--- config.mk ---
export PLATFORM = sky130hd
export DESIGN_NAME = mem_stage_flat
export DESIGN_NICKNAME = d
export VERILOG_FILES = /design/src/rtl/mem_stage_if.sv /design/src/rtl/mem_stage.sv /design/src/flat_wrapper.sv
export SDC_FILE = /design/constraint.sdc
export NUM_CORES = 1
export LEC_CHECK = 0
export CORE_MARGIN = 3
export CORE_UTILIZATION = 23
export DETAILED_ROUTE_END_ITERATION = 10
export MAX_ROUTING_LAYER = met4
export PLACE_DENSITY = 0.52
export SLEW_MARGIN = 40
export SYNTH_ARGS = -nofsm -noshare
export SYNTH_HDL_FRONTEND = slang
export SYNTH_SLANG_ARGS = --single-unit
--- constraint.sdc ---
create_clock -name clk -period 1.5 [get_ports clk]
set_input_delay 0.3 -clock clk [delete_from_list [all_inputs] [get_ports clk]]
set_output_delay 0.3 -clock clk [all_outputs]
set_load 0.01 [all_outputs]
--- src/rtl/mem_stage_if.sv ---
// Execute-side, data-memory and write-back signals of the memory stage.
// master = the stage itself, slave = its environment (execute, memory, write-back).
interface mem_stage_if #(
   parameter int XLEN    = 32,
   parameter int RADDR_W = 5
);
   logic               ex_valid;
   logic               ex_ready;
   logic [XLEN-1:0]    ex_alu_res;
   logic [XLEN-1:0]    ex_store_data;
   logic [RADDR_W-1:0] ex_rd_addr;
   logic               ex_rd_en;
   logic               ex_is_load;
   logic               ex_is_store;
   logic [2:0]         ex_funct3;

   // Memory request: mem_req_valid holds with stable fields until mem_req_ready;
   // the transfer happens on the clock edge where both are 1.
   logic               mem_req_valid;
   logic               mem_req_ready;
   logic [XLEN-1:0]    mem_addr;
   logic               mem_we;
   logic [XLEN-1:0]    mem_wdata;
   logic [3:0]         mem_wstrb;
   logic               mem_rsp_valid;
   logic [XLEN-1:0]    mem_rsp_rdata;

   logic [XLEN-1:0]    alu_res;
   logic               alu_res_en;
   logic [XLEN-1:0]    lsu_res;
   logic               lsu_res_en;
   logic [RADDR_W-1:0] rd_addr;
   logic               rd_en;
   logic               misalign;

   logic [1:0]         fsm_state;

   modport master (
      input  ex_valid, ex_alu_res, ex_store_data, ex_rd_addr, ex_rd_en,
             ex_is_load, ex_is_store, ex_funct3,
      output ex_ready,
      output mem_req_valid, mem_addr, mem_we, mem_wdata, mem_wstrb,
      input  mem_req_ready, mem_rsp_valid, mem_rsp_rdata,
      output alu_res, alu_res_en, lsu_res, lsu_res_en, rd_addr, rd_en, misalign,
      output fsm_state
   );

   modport slave (
      output ex_valid, ex_alu_res, ex_store_data, ex_rd_addr, ex_rd_en,
             ex_is_load, ex_is_store, ex_funct3,
      input  ex_ready,
      input  mem_req_valid, mem_addr, mem_we, mem_wdata, mem_wstrb,
      output mem_req_ready, mem_rsp_valid, mem_rsp_rdata,
      input  alu_res, alu_res_en, lsu_res, lsu_res_en, rd_addr, rd_en, misalign,
      input  fsm_state
   );
endinterface

--- src/rtl/mem_stage.sv ---
// Memory-access stage: passes ALU results through, runs load/store transactions on a
// word-wide data port and hands write-back registered one-cycle result pulses.
module mem_stage #(
   parameter int XLEN    = 32,
   parameter int RADDR_W = 5
) (
   input  logic       clk,
   input  logic       rst,
   mem_stage_if.master bus
);
   typedef enum logic [1:0] {
      IDLE = 2'd0,
      REQ  = 2'd1,
      WAIT = 2'd2
   } state_t;

   state_t state, state_nxt;

   logic               accept;
   logic               is_mem;
   logic               misaligned;
   logic [1:0]         ofs;
   logic [XLEN-1:0]    wdata_nxt;
   logic [3:0]         wstrb_nxt;

   logic [XLEN-3:0]    req_addr_hi;
   logic               req_we;
   logic [XLEN-1:0]    req_wdata;
   logic [3:0]         req_wstrb;
   logic [2:0]         cap_funct3;
   logic [1:0]         cap_ofs;
   logic [RADDR_W-1:0] cap_rd_addr;
   logic               cap_rd_en;

   logic [7:0]         ld_byte;
   logic [15:0]        ld_half;
   logic [XLEN-1:0]    ld_ext;

   assign accept = bus.ex_valid && (state == IDLE);

   // Decode of the instruction offered by execute: alignment and store lane placement.
   always_comb begin
      ofs        = bus.ex_alu_res[1:0];
      is_mem     = bus.ex_is_load || bus.ex_is_store;
      misaligned = ((bus.ex_funct3[1:0] == 2'b01) && ofs[0]) ||
                   ((bus.ex_funct3[1:0] == 2'b10) && (ofs != 2'b00));
      wdata_nxt  = bus.ex_store_data;
      wstrb_nxt  = 4'b1111;
      case (bus.ex_funct3[1:0])
         2'b00: begin
            wdata_nxt = {4{bus.ex_store_data[7:0]}};
            wstrb_nxt = 4'b0001 << ofs;
         end
         2'b01: begin
            wdata_nxt = {2{bus.ex_store_data[15:0]}};
            wstrb_nxt = 4'b0011 << ofs;
         end
         default: begin
            wdata_nxt = bus.ex_store_data;
            wstrb_nxt = 4'b1111;
         end
      endcase
   end

   always_ff @(posedge clk or negedge rst) begin
      if (!rst) begin
         state <= IDLE;
      end else begin
         state <= state_nxt;
      end
   end

   always_comb begin
      state_nxt         = state;
      bus.ex_ready      = 1'b0;
      bus.mem_req_valid = 1'b0;
      bus.mem_addr      = {req_addr_hi, 2'b00};
      bus.mem_we        = req_we;
      bus.mem_wdata     = req_wdata;
      bus.mem_wstrb     = req_wstrb;
      bus.fsm_state     = state;
      case (state)
         IDLE: begin
            bus.ex_ready = 1'b1;
            if (accept && is_mem && !misaligned) state_nxt = REQ;
         end
         REQ: begin
            bus.mem_req_valid = 1'b1;
            if (bus.mem_req_ready) state_nxt = req_we ? IDLE : WAIT;
         end
         WAIT: begin
            if (bus.mem_rsp_valid) state_nxt = IDLE;
         end
         default: state_nxt = IDLE;
      endcase
   end

   always_ff @(posedge clk or negedge rst) begin
      if (!rst) begin
         req_addr_hi <= '0;
         req_we      <= 1'b0;
         req_wdata   <= '0;
         req_wstrb   <= '0;
         cap_funct3  <= '0;
         cap_ofs     <= '0;
         cap_rd_addr <= '0;
         cap_rd_en   <= 1'b0;
      end else if (accept) begin
         req_addr_hi <= bus.ex_alu_res[XLEN-1:2];
         req_we      <= bus.ex_is_store;
         req_wdata   <= wdata_nxt;
         req_wstrb   <= wstrb_nxt;
         cap_funct3  <= bus.ex_funct3;
         cap_ofs     <= ofs;
         cap_rd_addr <= bus.ex_rd_addr;
         cap_rd_en   <= bus.ex_rd_en;
      end
   end

   always_comb begin
      ld_byte = bus.mem_rsp_rdata[7:0];
      case (cap_ofs)
         2'd1:    ld_byte = bus.mem_rsp_rdata[15:8];
         2'd2:    ld_byte = bus.mem_rsp_rdata[23:16];
         2'd3:    ld_byte = bus.mem_rsp_rdata[31:24];
         default: ld_byte = bus.mem_rsp_rdata[7:0];
      endcase
      ld_half = cap_ofs[1] ? bus.mem_rsp_rdata[31:16] : bus.mem_rsp_rdata[15:0];
      case (cap_funct3)
         3'b000:  ld_ext = {{(XLEN-8){ld_byte[7]}}, ld_byte};
         3'b100:  ld_ext = {{(XLEN-8){1'b0}}, ld_byte};
         3'b001:  ld_ext = {{(XLEN-16){ld_half[15]}}, ld_half};
         3'b101:  ld_ext = {{(XLEN-16){1'b0}}, ld_half};
         default: ld_ext = bus.mem_rsp_rdata;
      endcase
   end

   // Write-back pulses: everything clears each cycle unless a result is being retired.
   // A store completion is the all-zero pulse, so it needs no branch of its own.
   always_ff @(posedge clk or negedge rst) begin
      if (!rst) begin
         bus.alu_res    <= '0;
         bus.alu_res_en <= 1'b0;
         bus.lsu_res    <= '0;
         bus.lsu_res_en <= 1'b0;
         bus.rd_addr    <= '0;
         bus.rd_en      <= 1'b0;
         bus.misalign   <= 1'b0;
      end else begin
         bus.alu_res    <= '0;
         bus.alu_res_en <= 1'b0;
         bus.lsu_res    <= '0;
         bus.lsu_res_en <= 1'b0;
         bus.rd_addr    <= '0;
         bus.rd_en      <= 1'b0;
         bus.misalign   <= 1'b0;
         if (accept && !is_mem) begin
            bus.alu_res    <= bus.ex_alu_res;
            bus.alu_res_en <= 1'b1;
            bus.rd_addr    <= bus.ex_rd_addr;
            bus.rd_en      <= bus.ex_rd_en;
         end else if (accept && misaligned) begin
            bus.misalign   <= 1'b1;
         end else if ((state == WAIT) && bus.mem_rsp_valid) begin
            bus.lsu_res    <= ld_ext;
            bus.lsu_res_en <= 1'b1;
            bus.rd_addr    <= cap_rd_addr;
            bus.rd_en      <= cap_rd_en;
         end
      end
   end
endmodule

--- src/flat_wrapper.sv ---
// flat-port wrapper written by rule: the top's interface ports become plain ports
module mem_stage_flat 
#(
   parameter int XLEN    = 32,
   parameter int RADDR_W = 5
)
  (clk, rst, bus_ex_valid, bus_ex_alu_res, bus_ex_store_data, bus_ex_rd_addr, bus_ex_rd_en, bus_ex_is_load, bus_ex_is_store, bus_ex_funct3, bus_ex_ready, bus_mem_req_valid, bus_mem_addr, bus_mem_we, bus_mem_wdata, bus_mem_wstrb, bus_mem_req_ready, bus_mem_rsp_valid, bus_mem_rsp_rdata, bus_alu_res, bus_alu_res_en, bus_lsu_res, bus_lsu_res_en, bus_rd_addr, bus_rd_en, bus_misalign, bus_fsm_state);
  mem_stage_if #(.XLEN(XLEN), .RADDR_W(RADDR_W)) bus_i ();
  input  logic clk;
  input  logic rst;
  input wire logic [$bits(bus_i.ex_valid)-1:0] bus_ex_valid;
  input wire logic [$bits(bus_i.ex_alu_res)-1:0] bus_ex_alu_res;
  input wire logic [$bits(bus_i.ex_store_data)-1:0] bus_ex_store_data;
  input wire logic [$bits(bus_i.ex_rd_addr)-1:0] bus_ex_rd_addr;
  input wire logic [$bits(bus_i.ex_rd_en)-1:0] bus_ex_rd_en;
  input wire logic [$bits(bus_i.ex_is_load)-1:0] bus_ex_is_load;
  input wire logic [$bits(bus_i.ex_is_store)-1:0] bus_ex_is_store;
  input wire logic [$bits(bus_i.ex_funct3)-1:0] bus_ex_funct3;
  output wire logic [$bits(bus_i.ex_ready)-1:0] bus_ex_ready;
  output wire logic [$bits(bus_i.mem_req_valid)-1:0] bus_mem_req_valid;
  output wire logic [$bits(bus_i.mem_addr)-1:0] bus_mem_addr;
  output wire logic [$bits(bus_i.mem_we)-1:0] bus_mem_we;
  output wire logic [$bits(bus_i.mem_wdata)-1:0] bus_mem_wdata;
  output wire logic [$bits(bus_i.mem_wstrb)-1:0] bus_mem_wstrb;
  input wire logic [$bits(bus_i.mem_req_ready)-1:0] bus_mem_req_ready;
  input wire logic [$bits(bus_i.mem_rsp_valid)-1:0] bus_mem_rsp_valid;
  input wire logic [$bits(bus_i.mem_rsp_rdata)-1:0] bus_mem_rsp_rdata;
  output wire logic [$bits(bus_i.alu_res)-1:0] bus_alu_res;
  output wire logic [$bits(bus_i.alu_res_en)-1:0] bus_alu_res_en;
  output wire logic [$bits(bus_i.lsu_res)-1:0] bus_lsu_res;
  output wire logic [$bits(bus_i.lsu_res_en)-1:0] bus_lsu_res_en;
  output wire logic [$bits(bus_i.rd_addr)-1:0] bus_rd_addr;
  output wire logic [$bits(bus_i.rd_en)-1:0] bus_rd_en;
  output wire logic [$bits(bus_i.misalign)-1:0] bus_misalign;
  output wire logic [$bits(bus_i.fsm_state)-1:0] bus_fsm_state;
  assign bus_i.ex_valid = bus_ex_valid;
  assign bus_i.ex_alu_res = bus_ex_alu_res;
  assign bus_i.ex_store_data = bus_ex_store_data;
  assign bus_i.ex_rd_addr = bus_ex_rd_addr;
  assign bus_i.ex_rd_en = bus_ex_rd_en;
  assign bus_i.ex_is_load = bus_ex_is_load;
  assign bus_i.ex_is_store = bus_ex_is_store;
  assign bus_i.ex_funct3 = bus_ex_funct3;
  assign bus_ex_ready = bus_i.ex_ready;
  assign bus_mem_req_valid = bus_i.mem_req_valid;
  assign bus_mem_addr = bus_i.mem_addr;
  assign bus_mem_we = bus_i.mem_we;
  assign bus_mem_wdata = bus_i.mem_wdata;
  assign bus_mem_wstrb = bus_i.mem_wstrb;
  assign bus_i.mem_req_ready = bus_mem_req_ready;
  assign bus_i.mem_rsp_valid = bus_mem_rsp_valid;
  assign bus_i.mem_rsp_rdata = bus_mem_rsp_rdata;
  assign bus_alu_res = bus_i.alu_res;
  assign bus_alu_res_en = bus_i.alu_res_en;
  assign bus_lsu_res = bus_i.lsu_res;
  assign bus_lsu_res_en = bus_i.lsu_res_en;
  assign bus_rd_addr = bus_i.rd_addr;
  assign bus_rd_en = bus_i.rd_en;
  assign bus_misalign = bus_i.misalign;
  assign bus_fsm_state = bus_i.fsm_state;
  mem_stage #(.XLEN(XLEN), .RADDR_W(RADDR_W)) u_core (.clk(clk), .rst(rst), .bus(bus_i));
endmodule
# == Word-level counts from Yosys, hierarchy flattened ==
# Cells that the tools add are included.
# totals
reg_bits,153
inputBits,112
output_inout_bits,146
wordCells,76
# op_classes
n_eq_ne,13
n_shift,2
mux,28
reduce_logical,17
# ops
cell,n
$mux W32,4
$pmux W32 S4,1
$pmux W32 S2,1
$pmux W8 S3,1
$mux W16,1
$mux W5,3
$mux W1,11
$eq A2 B2 Y1 const B,4
$logic_and A1 B1 Y1,8
$mux W2,4
$pmux W4 S2,1
$eq A2 B1 Y1 const B,3
$eq A3 B3 Y1 const B,2
$ne A2 B2 Y1 const B,3
$pmux W2 S3,1
$logic_not A2 Y1,2
$shl A1 B2 Y4 const A,1
$shl A2 B2 Y4 const A,1
$eq A3 B1 Y1 const B,1
$logic_not A3 Y1,1
$reduce_and A3 Y1,1
$logic_not A1 Y1,2
$logic_or A1 B1 Y1,2
$reduce_bool A2 Y1,1

# == Longest topological paths before layout ==
# Gate-level depths: netlist (run 1).
# logic_depth
depth_word,7
depth_mapped,7
depth_no_buf,4

# == Worst setup path before layout (run 1) ==
# Ideal clock, no wire load.
# synth_timing
path_kind,register to register
from,register u_core.cap_ofs[0]
to,register u_core.bus.lsu_res[29]
setup_ps,125
arrival_time_ps,1314
t_required_ps,1375
slack_ps,60
stages_incl_launch_ff,7
n_path_buf,2
synth_period_minus_slack_ps,1440
cell_sequence,dfrtp_1 > buf_6 > mux2_4 > a22oi_2 > o21a_4 > buf_8 > nor3_1
# synth_between
elab_chain_cells,6
word_cells_on_any_way,8
cone_classes,3 x eq/ne; 5 x mux
# synth_lines
item,line,rtl
start: declaration,mem_stage.sv:31,logic [1:0] cap_ofs;
start signal: assignment,mem_stage.sv:114,cap_ofs <= ofs;
$eq A2 B2 Y1 or $eq A2 B1 Y1 (tied branches),mem_stage.sv:122,case (cap_ofs)
$pmux W8 S3 *,mem_stage.sv:122,
$pmux W32 S4 *,mem_stage.sv:129,case (cap_funct3)
$mux W32 *,mem_stage.sv:164,end else if ((state == WAIT) && bus.mem_rsp_valid) begin
$mux W32 *,mem_stage.sv:162,end else if (accept && misaligned) begin
$mux W32 *,mem_stage.sv:157,if (accept && !is_mem) begin
end signal: assignment,mem_stage.sv:165,bus.lsu_res <= ld_ext;
end: declaration,mem_stage_if.sv:44,"output alu_res, alu_res_en, lsu_res, lsu_res_en, rd_addr, rd_en, misalign,"
# Mark *: on every way between the ends. The rest lies on a longest branch, timed or not.
# A chain may end at the register's enable or synchronous reset.

# == Worst setup path after layout (run 1) ==
# layout_timing
from,register u_core.cap_ofs[0]
to,register u_core.bus.lsu_res[16]
# Same word-level chain as after synthesis.

==> impl_metrics.yaml, run 1 <==
floorplan:
  overall_die_width_um: 172
  std_cell_rows: 60
  fp.dieArea_sq_um: 29500
  num_io_pins: 258
  initial_util_pct: 23.5
  die_height_um: 172
  coreArea_sq_um: 27000
synth:
  ys_top_cells_by_area: "sky130_fd_sc_hd__dfrtp_1, sky130_fd_sc_hd__nand2_1, sky130_fd_sc_hd__mux2i_1"
  synth_cells: 626
  synth_area_per_cell_sq_um: 10.1
  synth_top_area_share_pct: 60.6
  synth.lib_cells_used.distinct: 37
  synth_async_reset_ratio_pct: 100
  mappedNetlistArea_sq_um: 6320
  synth_sequential_area_ratio_pct: 60.6
  ys_seq_elements: 153
  synth_enable_flop_cells: 0
  synth_top_cell_by_area: "sky130_fd_sc_hd__dfrtp_1"
  synth_flop_cell: "sky130_fd_sc_hd__dfrtp_1"
  ys.warnings.count: 0
route:
  drc_violations: 0
  drt_first_iter_violations: 314
  drtAntennaViolNets: 0
  final_routed_wire_length_divided_by_cell_count_um: 17.5
  vias: 5580
  drt_pre_antenna_iters: 5
  postRouteWirelength_mm: 22.8
  avgViaCountPerCell: 4.28
cts:
  cts-root-buf: "sky130_fd_sc_hd__clkbuf_16"
  tritoncts: "done"
  cts.path.max_buffers: 2
  clkLatencyLatePin_ps: 420
  clock_sinks: 153
  cts.clk_slew.worst_paths_ps: 70
  cts_htree_levels: 4
  tritoncts.num_buffers: 17
worst_setup_path:
  slowest_stage: "sky130_fd_sc_hd__dfrtp_2"
  setup.worst_path.start_class: "flop"
  cp_num_buf_inv: 0
  crit_chain: "mux2_4 -> a22oi_2 -> o21a_2 -> nor3_1"
  critical_path_arrival_ps: 1830
  cp-end-kind: "flop"
  crit_fanout: 8
  worst_path_largest_cell_delay_ps: 440
  setup_cp_type: "reg2reg"
  critPathRequiredTime_ps: 1790
  critical_path.top_delay_family: "compound AO/OA/AOI/OAI gates"
global_routing:
  grt_total_ovfl: 0
  global_route.usage.total_pct: 14.8
  grt_pass1_wl_mm: 32.6
  first_global_vias: 5705
  pin_count_of_the_biggest_net_entering_global_routing: 61
  number_of_antenna_violations_at_the_first_check_in_global_routing: 0
sta:
  crit_path_setup_slack_layout_ps: -39.6
  totalNegativeSetupSlack_ps: -769
  final_hold_viol_count: 0
  finalClockSkew_ps: 9.24
  min_period_ps: 1540
  setup_viol_count_final: 40
  smallest_hold_slack_ps: 337
  final-max-slew-violation-count: 0
  grt_setup_unrepaired: "true"
  layout_worst_path_cycle_share_pct: 103
  fmax_ghz: 0.650
cells_and_area:
  nFillCells: 2698
  drive_above_1_share_pct: 19.3
  area_growth_pct: 70.3
  final_core_utilization_pct: 39.9
  multi_input_comb_area_sq_um: 2470
  num-nets-final: 1060
  finalInstanceArea_sq_um: 10800
  seqCellArea_sq_um: 3830
min_path:
  worst_hold_path_type: "in2async"
placed_design:
  hpwl_mm: 15.4
  port-buffer-count: 255
  postPlaceCellArea_sq_um: 9740
  place_congestion: 0.783
status:
  violations: "negative setup slack"
  status: "complete, but fails checks"
power_and_ir_drop:
  max-vdd-ir-drop_mv: 0.681
  fin_total_pwr_w: 0.0164
  total_leakage_power_nw: 5.44
  power.density_cell_area_nw_per_um2: 1530
job:
  drv_cap: 0
==> kinds of logic (layout without fill, tap and decap cells) <==
group	count (synthesis)	count (layout)	share of synthesized area (%)
buffers and inverters	48	381	3.86
and+or+nand+nor	288	288	20.2
muxes	35	35	5.80
AOI/OAI and AO/OA	101	102	9.52
DFF	153	153	60.6
other	1	3	0.0593
==> per-layer routing <==
metal	routed length, um	vias to the layer above	GRT usage [%]
li1	-	2700	-
met1	10700	2649	19.2
met2	10300	214	22.6
met3	1510	17	4.07
met4	278	0	4.34
met5	0	-	-
==> cells in the final DEF, fill, tap and decap left out, drive strengths merged <==
master,count
a211oi,9
a21o,2
a21oi,27
a22o,6
a22oi,1
a31oi,4
a32o,2
and2,33
and2b,1
buf,85
bufinv,2
clkbuf,27
clkdlybuf4s50,110
clkinv,4
clkinvlp,2
conb,2
dfrtp,153
diode,1
dlygate4sd2,139
dlygate4sd3,1
inv,11
mux2,10
mux2i,25
nand2,187
nand2b,2
nand3b,1
nor2,21
nor2b,25
nor3,17
o21a,2
o21ai,40
o21bai,1
o22ai,8
or2,1
==> area by class of cell <==
| cell class | instances | share of cell area (%) |
|---|---|---|
| Clock inverter | 13 | 1.49 |
| Clock buffer | 19 | 4.11 |
| Sequential cell | 153 | 35.6 |
| Multi-Input combinational cell | 427 | 23.0 |
| Antenna cell | 1 | 0.0232 |
| Tap cell | 341 | 3.96 |
| Timing Repair Buffer | 343 | 31.6 |
| Inverter | 6 | 0.209 |
==> synthesized netlist by cell type (2+ instances only) <==
cell / count
sky130_fd_sc_hd__buf_2: 17
sky130_fd_sc_hd__a31oi_1: 4
sky130_fd_sc_hd__nor2_1: 18
sky130_fd_sc_hd__nor3_1: 16
sky130_fd_sc_hd__o21ai_0: 40
sky130_fd_sc_hd__o22ai_1: 8
sky130_fd_sc_hd__nor2_2: 3
sky130_fd_sc_hd__a22o_1: 6
sky130_fd_sc_hd__inv_1: 6
sky130_fd_sc_hd__clkbuf_1: 15
sky130_fd_sc_hd__nand2b_1: 2
sky130_fd_sc_hd__nor2b_1: 25
sky130_fd_sc_hd__a211oi_1: 9
sky130_fd_sc_hd__mux2i_1: 25
sky130_fd_sc_hd__buf_4: 6
sky130_fd_sc_hd__a21oi_1: 27
sky130_fd_sc_hd__nand2_1: 186
sky130_fd_sc_hd__a32o_1: 2
sky130_fd_sc_hd__dfrtp_1: 153
sky130_fd_sc_hd__and2_1: 33
sky130_fd_sc_hd__mux2_2: 9
==> registers in the layout, indices dropped and copies added (netlist names), 2 cells and up <==
name                  count
u_core.cap_funct3         3
u_core.cap_rd_addr        5
u_core.cap_ofs            2
u_core.req_addr_hi       30
u_core.bus.alu_res       32
u_core.bus.mem_wstrb      4
u_core.bus.rd_addr        5
u_core.bus.lsu_res       32
u_core.bus.fsm_state      2
u_core.bus.mem_wdata     32
==> report_power, final <==
part / total, W / switching [W] / internal [W] / leakage, nW
sequential: 0.00570 / 0.000547 / 0.00515 / 1.99
combinational: 0.00624 / 0.00327 / 0.00298 / 3.16
clock: 0.00450 / 0.00195 / 0.00255 / 0.290
==> path summary, 6_finish.rpt <==
path | start | to | slack, ps | depth (start not counted)
min in group clk | bus_ex_alu_res[25] | u_core.req_addr_hi[23] | 420 | 3
hold / removal | rst | u_core.bus.alu_res[4] | 340 | 2
setup / recovery | u_core.cap_ofs[0] | u_core.bus.lsu_res[16] | -40 | 4
setup reg to reg | u_core.cap_ofs[0] | u_core.bus.lsu_res[16] | -40 | 4
max in group asynchronous | rst | u_core.bus.alu_res[14] | 630 | 3
hold reg to reg | u_core.req_addr_hi[11] | u_core.req_addr_hi[11] | 470 | 2
==> through the flow <==
stage | instances | setup WS, ps
floorplan | 627 | 60.5
CTS | 1282 | -131
global route | 1302 | -89.9
detailed placement | 1247 | -327
finish | 1303 | -39.6
global placement | 1247 | -313
==> what timing repair did <==
item	CTS	global route
pin swaps	0	21
buffers inserted	2	9
endpoints found under the setup margin	157	115
gates resized for setup	163	73
gates cloned	0	12
endpoints found under the hold margin	25	0
hold buffers	1	0
Note: power is estimated with default switching activity, not from simulation.
==> inputs of run 2 (changes only) <==
Settings changed: GPL_ROUTABILITY_DRIVEN set to 0, PLACE_DENSITY 0.52 to 0.5, TNS_END_PERCENT set to 10.
Clock period 1.5 ns to 1.55 ns, I/O delays scaled along.
==> impl_metrics.yaml, run 2 (synthesis gave the netlist of run 1 again) <==
status:
  status: "complete, no violations"
sta:
  grt_setup_unrepaired: "true"
  finalClockSkew_ps: 10.3
  min_period_ps: 1530
  crit_path_setup_slack_layout_ps: 21.4
  setup_viol_count_final: 0
  fmax_ghz: 0.654
  totalNegativeSetupSlack_ps: 0
  final_hold_viol_count: 0
  layout_worst_path_cycle_share_pct: 98.6
  smallest_hold_slack_ps: 383
  final-max-slew-violation-count: 0
placed_design:
  placed_cells: 1243
  dp_slack_ps: -373
  hpwl_mm: 15.6
  port-buffer-count: 255
global_routing:
  first_global_vias: 5676
  grt_total_ovfl: 0
  global_route.usage.total_pct: 14.7
  number_of_antenna_violations_at_the_first_check_in_global_routing: 0
  pin_count_of_the_biggest_net_entering_global_routing: 56
  grt_pass1_wl_mm: 32.5
power_and_ir_drop:
  max-vdd-ir-drop_mv: 0.530
  power.density_cell_area_nw_per_um2: 1450
  total_leakage_power_nw: 5.14
worst_setup_path:
  terminus_of_the_critical_flop_to_flop_path: "u_core.bus.lsu_res[0]"
  crit_path_start: "u_core.bus.fsm_state[0]"
  crit_chain: "buf_4 -> nor2_4 -> buf_4"
  setup.worst_path.start_class: "flop"
  slowest_stage: "sky130_fd_sc_hd__dfrtp_1"
  crit_fanout: 3
  critPathRequiredTime_ps: 1240
  cp-end-kind: "primary output"
  worstReg2RegStart: "u_core.cap_ofs[1]"
  worst_path_largest_cell_delay_ps: 390
  setup_cp_type: "reg2out"
  r2r_slack_ps: 60
  critical_path_arrival_ps: 1220
  timing.reg2reg.worst_path_depth: 4
  path_common_cell: "sky130_fd_sc_hd__buf_4"
route:
  postRouteWirelength_mm: 21.2
  drt_pre_antenna_iters: 4
  vias: 5368
  avgViaCountPerCell: 4.21
  drc_violations: 0
  drtAntennaViolNets: 0
  drt_first_iter_violations: 257
  final_routed_wire_length_divided_by_cell_count_um: 16.6
cells_and_area:
  area_growth_pct: 58.7
  n_antenna_cell: 0
  final_core_utilization_pct: 37.2
  mostFrequentLayoutCells: "sky130_fd_sc_hd__nand2_1, sky130_fd_sc_hd__dfrtp_1, sky130_fd_sc_hd__dlygate4sd2_1"
  post_layout_nonfiller_instances: 1276
  mostFrequentLayoutCell: "sky130_fd_sc_hd__nand2_1"
  num-nets-final: 1035
  drive_above_1_share_pct: 13.2
cts:
  cts.clk_slew.worst_paths_ps: 70
  clock_sinks: 153
  tritoncts: "done"
  clkLatencyLatePin_ps: 420
  cts_htree_levels: 4
  cts.path.max_buffers: 2
  tritoncts.num_buffers: 17
  cts-root-buf: "sky130_fd_sc_hd__clkbuf_16"
job:
  drv_cap: 0
floorplan:
  fp.dieArea_sq_um: 29500
  die_height_um: 172
  initial_util_pct: 23.5
  coreArea_sq_um: 27000
  overall_die_width_um: 172
  num_io_pins: 258
  std_cell_rows: 60
min_path:
  worst_hold_path_type: "in2async"
-- run 2: metal layers --
metal / track usage [%] / vias to the layer above / share of wire, %
met5: - / - / 0
met4: 3.89 / 0 / 1.4
met3: 4.50 / 20 / 7.4
met2: 22.5 / 178 / 46
met1: 19.0 / 2535 / 45
li1: - / 2635 / -
-- run 2: layout make-up --
class,count,area [sq um]
Tap cell,341,427
Clock buffer,18,439
Inverter,6,22.5
Fill cell,2741,16900
Clock inverter,13,113
Timing Repair Buffer,319,2920
Multi-Input combinational cell,426,2280
Sequential cell,153,3830
-- run 2: metrics by stage --
stage	instance area (sq um)	power [W]
after floorplan	6330	0.00816
after global placement	9630	0.0114
after detailed placement	9630	0.0114
after CTS	10000	0.0148
after global routing	10000	0.0156
final	10000	0.0146
-- run 2: report_power, final --
group | total (W) | internal (W) | switching [W]
sequential | 0.00552 | 0.00498 | 0.000536
clock | 0.00396 | 0.00213 | 0.00183
combinational | 0.00511 | 0.00232 | 0.00279
total | 0.0146 | 0.00943 | 0.00516
-- run 2: how the worst max path moves through the flow --
| stage | to | slack (ps) | cells past startpoint |
|---|---|---|---|
| 6_report | bus_ex_ready | 20 | 3 |
| 5_1_grt | bus_ex_ready | -60 | 3 |
| 4_1_cts | bus_ex_ready | -130 | 2 |
| 3_5_place_dp | u_core.bus.mem_wdata[10] | -370 | 5 |
| 3_3_place_gp | u_core.bus.mem_wdata[12] | -300 | 5 |
| 2_1_floorplan | u_core.bus.lsu_res[29] | 110 | 6 |
-- run 2: timing repair --
item | in CTS | in global routing
endpoints found under the hold margin | 33 | 0
resized for setup | 153 | 11
buffers inserted | 0 | 1
endpoints found under the setup margin | 144 | 22
hold buffers | 1 | 0
gates cloned | 0 | 0
-- run 2: worst max-delay path, delay by kind of cell (launching register included) --
kind | cells | cell delay [ps]
flops | 1 | 390
buf+inv | 2 | 300
simple gates | 1 | 110
==> inputs of run 3 (changes only) <==
Settings changed: MAX_ROUTING_LAYER met4 to not set, SETUP_SLACK_MARGIN set to 0.3.
==> impl_metrics.yaml, run 3 (synthesis gave the netlist of run 1 again) <==
status:
  status: "complete, no violations"
floorplan:
  std_cell_rows: 60
  die_height_um: 172
  coreArea_sq_um: 27000
  overall_die_width_um: 172
  fp.dieArea_sq_um: 29500
  initial_util_pct: 23.5
  num_io_pins: 258
cts:
  clock_sinks: 153
  cts_htree_levels: 4
  tritoncts: "done"
  cts.path.max_buffers: 2
  cts.clk_slew.worst_paths_ps: 70
  cts-root-buf: "sky130_fd_sc_hd__clkbuf_16"
  clkLatencyLatePin_ps: 420
  tritoncts.num_buffers: 17
route:
  postRouteWirelength_mm: 21.6
  final_routed_wire_length_divided_by_cell_count_um: 16.7
  drtAntennaViolNets: 0
  avgViaCountPerCell: 4.26
  vias: 5501
  drc_violations: 0
  drt_first_iter_violations: 287
  drt_pre_antenna_iters: 4
sta:
  setup_viol_count_final: 0
  grt_setup_unrepaired: "true"
  min_period_ps: 1470
  totalNegativeSetupSlack_ps: 0
  final_hold_viol_count: 0
  layout_worst_path_cycle_share_pct: 94.6
  final-max-slew-violation-count: 0
  fmax_ghz: 0.682
  finalClockSkew_ps: 8.83
  crit_path_setup_slack_layout_ps: 84.5
global_routing:
  global_route.usage.total_pct: 14.1
  first_global_vias: 5502
  number_of_antenna_violations_at_the_first_check_in_global_routing: 0
  grt_total_ovfl: 0
  pin_count_of_the_biggest_net_entering_global_routing: 55
  grt_pass1_wl_mm: 32.0
cells_and_area:
  seqCellArea_sq_um: 3830
  mostFrequentLayoutCell: "sky130_fd_sc_hd__nand2_1"
  num-nets-final: 1048
  nFillCells: 2726
  area_growth_pct: 64.5
  drive_above_1_share_pct: 19.6
  mostFrequentLayoutCells: "sky130_fd_sc_hd__nand2_1, sky130_fd_sc_hd__dfrtp_1, sky130_fd_sc_hd__dlygate4sd2_1"
  multi_input_comb_area_sq_um: 2420
worst_setup_path:
  setup_cp_type: "reg2reg"
  crit_fanout: 8
  terminus_of_the_critical_flop_to_flop_path: "u_core.bus.lsu_res[26]"
  r2r_slack_ps: 80
  critical_path_arrival_ps: 1770
  setup.worst_path.start_class: "flop"
  cp-end-kind: "flop"
  worstReg2RegStart: "u_core.cap_ofs[1]"
  critPathRequiredTime_ps: 1850
  timing.reg2reg.worst_path_depth: 4
placed_design:
  dp_slack_ps: -238
  hpwl_mm: 15.5
  port-buffer-count: 255
min_path:
  worst_hold_path_type: "in2async"
power_and_ir_drop:
  sw_frac_of_total_pct: 35.5
  power.share.sequential_pct: 35.8
  max-vdd-ir-drop_mv: 0.676
  power.switching_w: 0.00557
  power.density_cell_area_nw_per_um2: 1510
  comb_power_share_pct: 37.4
  total_leakage_power_nw: 5.25
  clock_power_share_pct: 26.9
  power_report.internal_total_w: 0.0101
job:
  drv_cap: 0
-- run 3: timing repair --
item,CTS,global route
endpoints found under the hold margin,20,0
hold buffers,1,0
resized for setup,271,39
pin swaps,2,13
setup buffers,4,1
endpoints found under the setup margin,294,296
cloned,1,2
-- run 3: worst max-delay path by stage --
stage                     slack [ps]                endpoint  cells past startpoint                    start
after floorplan                  120  u_core.bus.lsu_res[29]                      6        u_core.cap_ofs[0]
after global routing              20  u_core.bus.lsu_res[18]                      5        u_core.cap_ofs[0]
after global placement          -200  u_core.bus.lsu_res[20]                      5     bus_mem_rsp_rdata[7]
after CTS                         70       bus_mem_req_valid                      2  u_core.bus.fsm_state[0]
final                             80  u_core.bus.lsu_res[26]                      4        u_core.cap_ofs[1]
after detailed placement        -240  u_core.bus.lsu_res[20]                      5     bus_mem_rsp_rdata[7]
-- run 3: power groups by stage --
stage	Clock, W	Sequential (W)	Combinational (W)
after global routing	0.00456	0.00574	0.00642
after CTS	0.00435	0.00560	0.00563
after global placement	0	0.00562	0.00586
final	0.00422	0.00561	0.00586
after floorplan	0	0.00598	0.00221
after detailed placement	0	0.00563	0.00587
-- run 3: layout make-up --
type	instances	area share [%]
flip-flops and latches	153	36.9
repair buffers	331	29.9
multi-input cells	427	23.3
clock buffers	18	4.13
well taps	341	4.10
clock inverters	14	1.49
inverters	6	0.217
diodes	1	0.0241
-- run 3: stage by stage --
step           std cells  cell area [sq um]  hold slack [ps]  utilization (%)  total power (W)
6_report            1291              10400              324             38.6           0.0157
5_1_grt             1290              10400              316             38.6           0.0167
4_1_cts             1287              10200              308             37.9           0.0156
3_5_place_dp        1249               9700              191             36.0           0.0115
3_3_place_gp        1249               9700              190             36.0           0.0115
2_1_floorplan        627               6360             14.4                -          0.00819
-- run 3: worst max-delay path, cell delays in order, from the launching register on --
cell	delay [ps]
sky130_fd_sc_hd__dfrtp_2	420
sky130_fd_sc_hd__mux2_2	370
sky130_fd_sc_hd__a31oi_4	240
sky130_fd_sc_hd__o21a_4	250
sky130_fd_sc_hd__nor3_1	70
-- run 3: metal layers --
layer	vias up	global-route usage, %	wire length [um]
met5	-	0	0
met4	0	4.44	289
li1	2672	-	-
met2	178	22.5	10100
met3	18	4.78	1650
met1	2633	18.2	9550
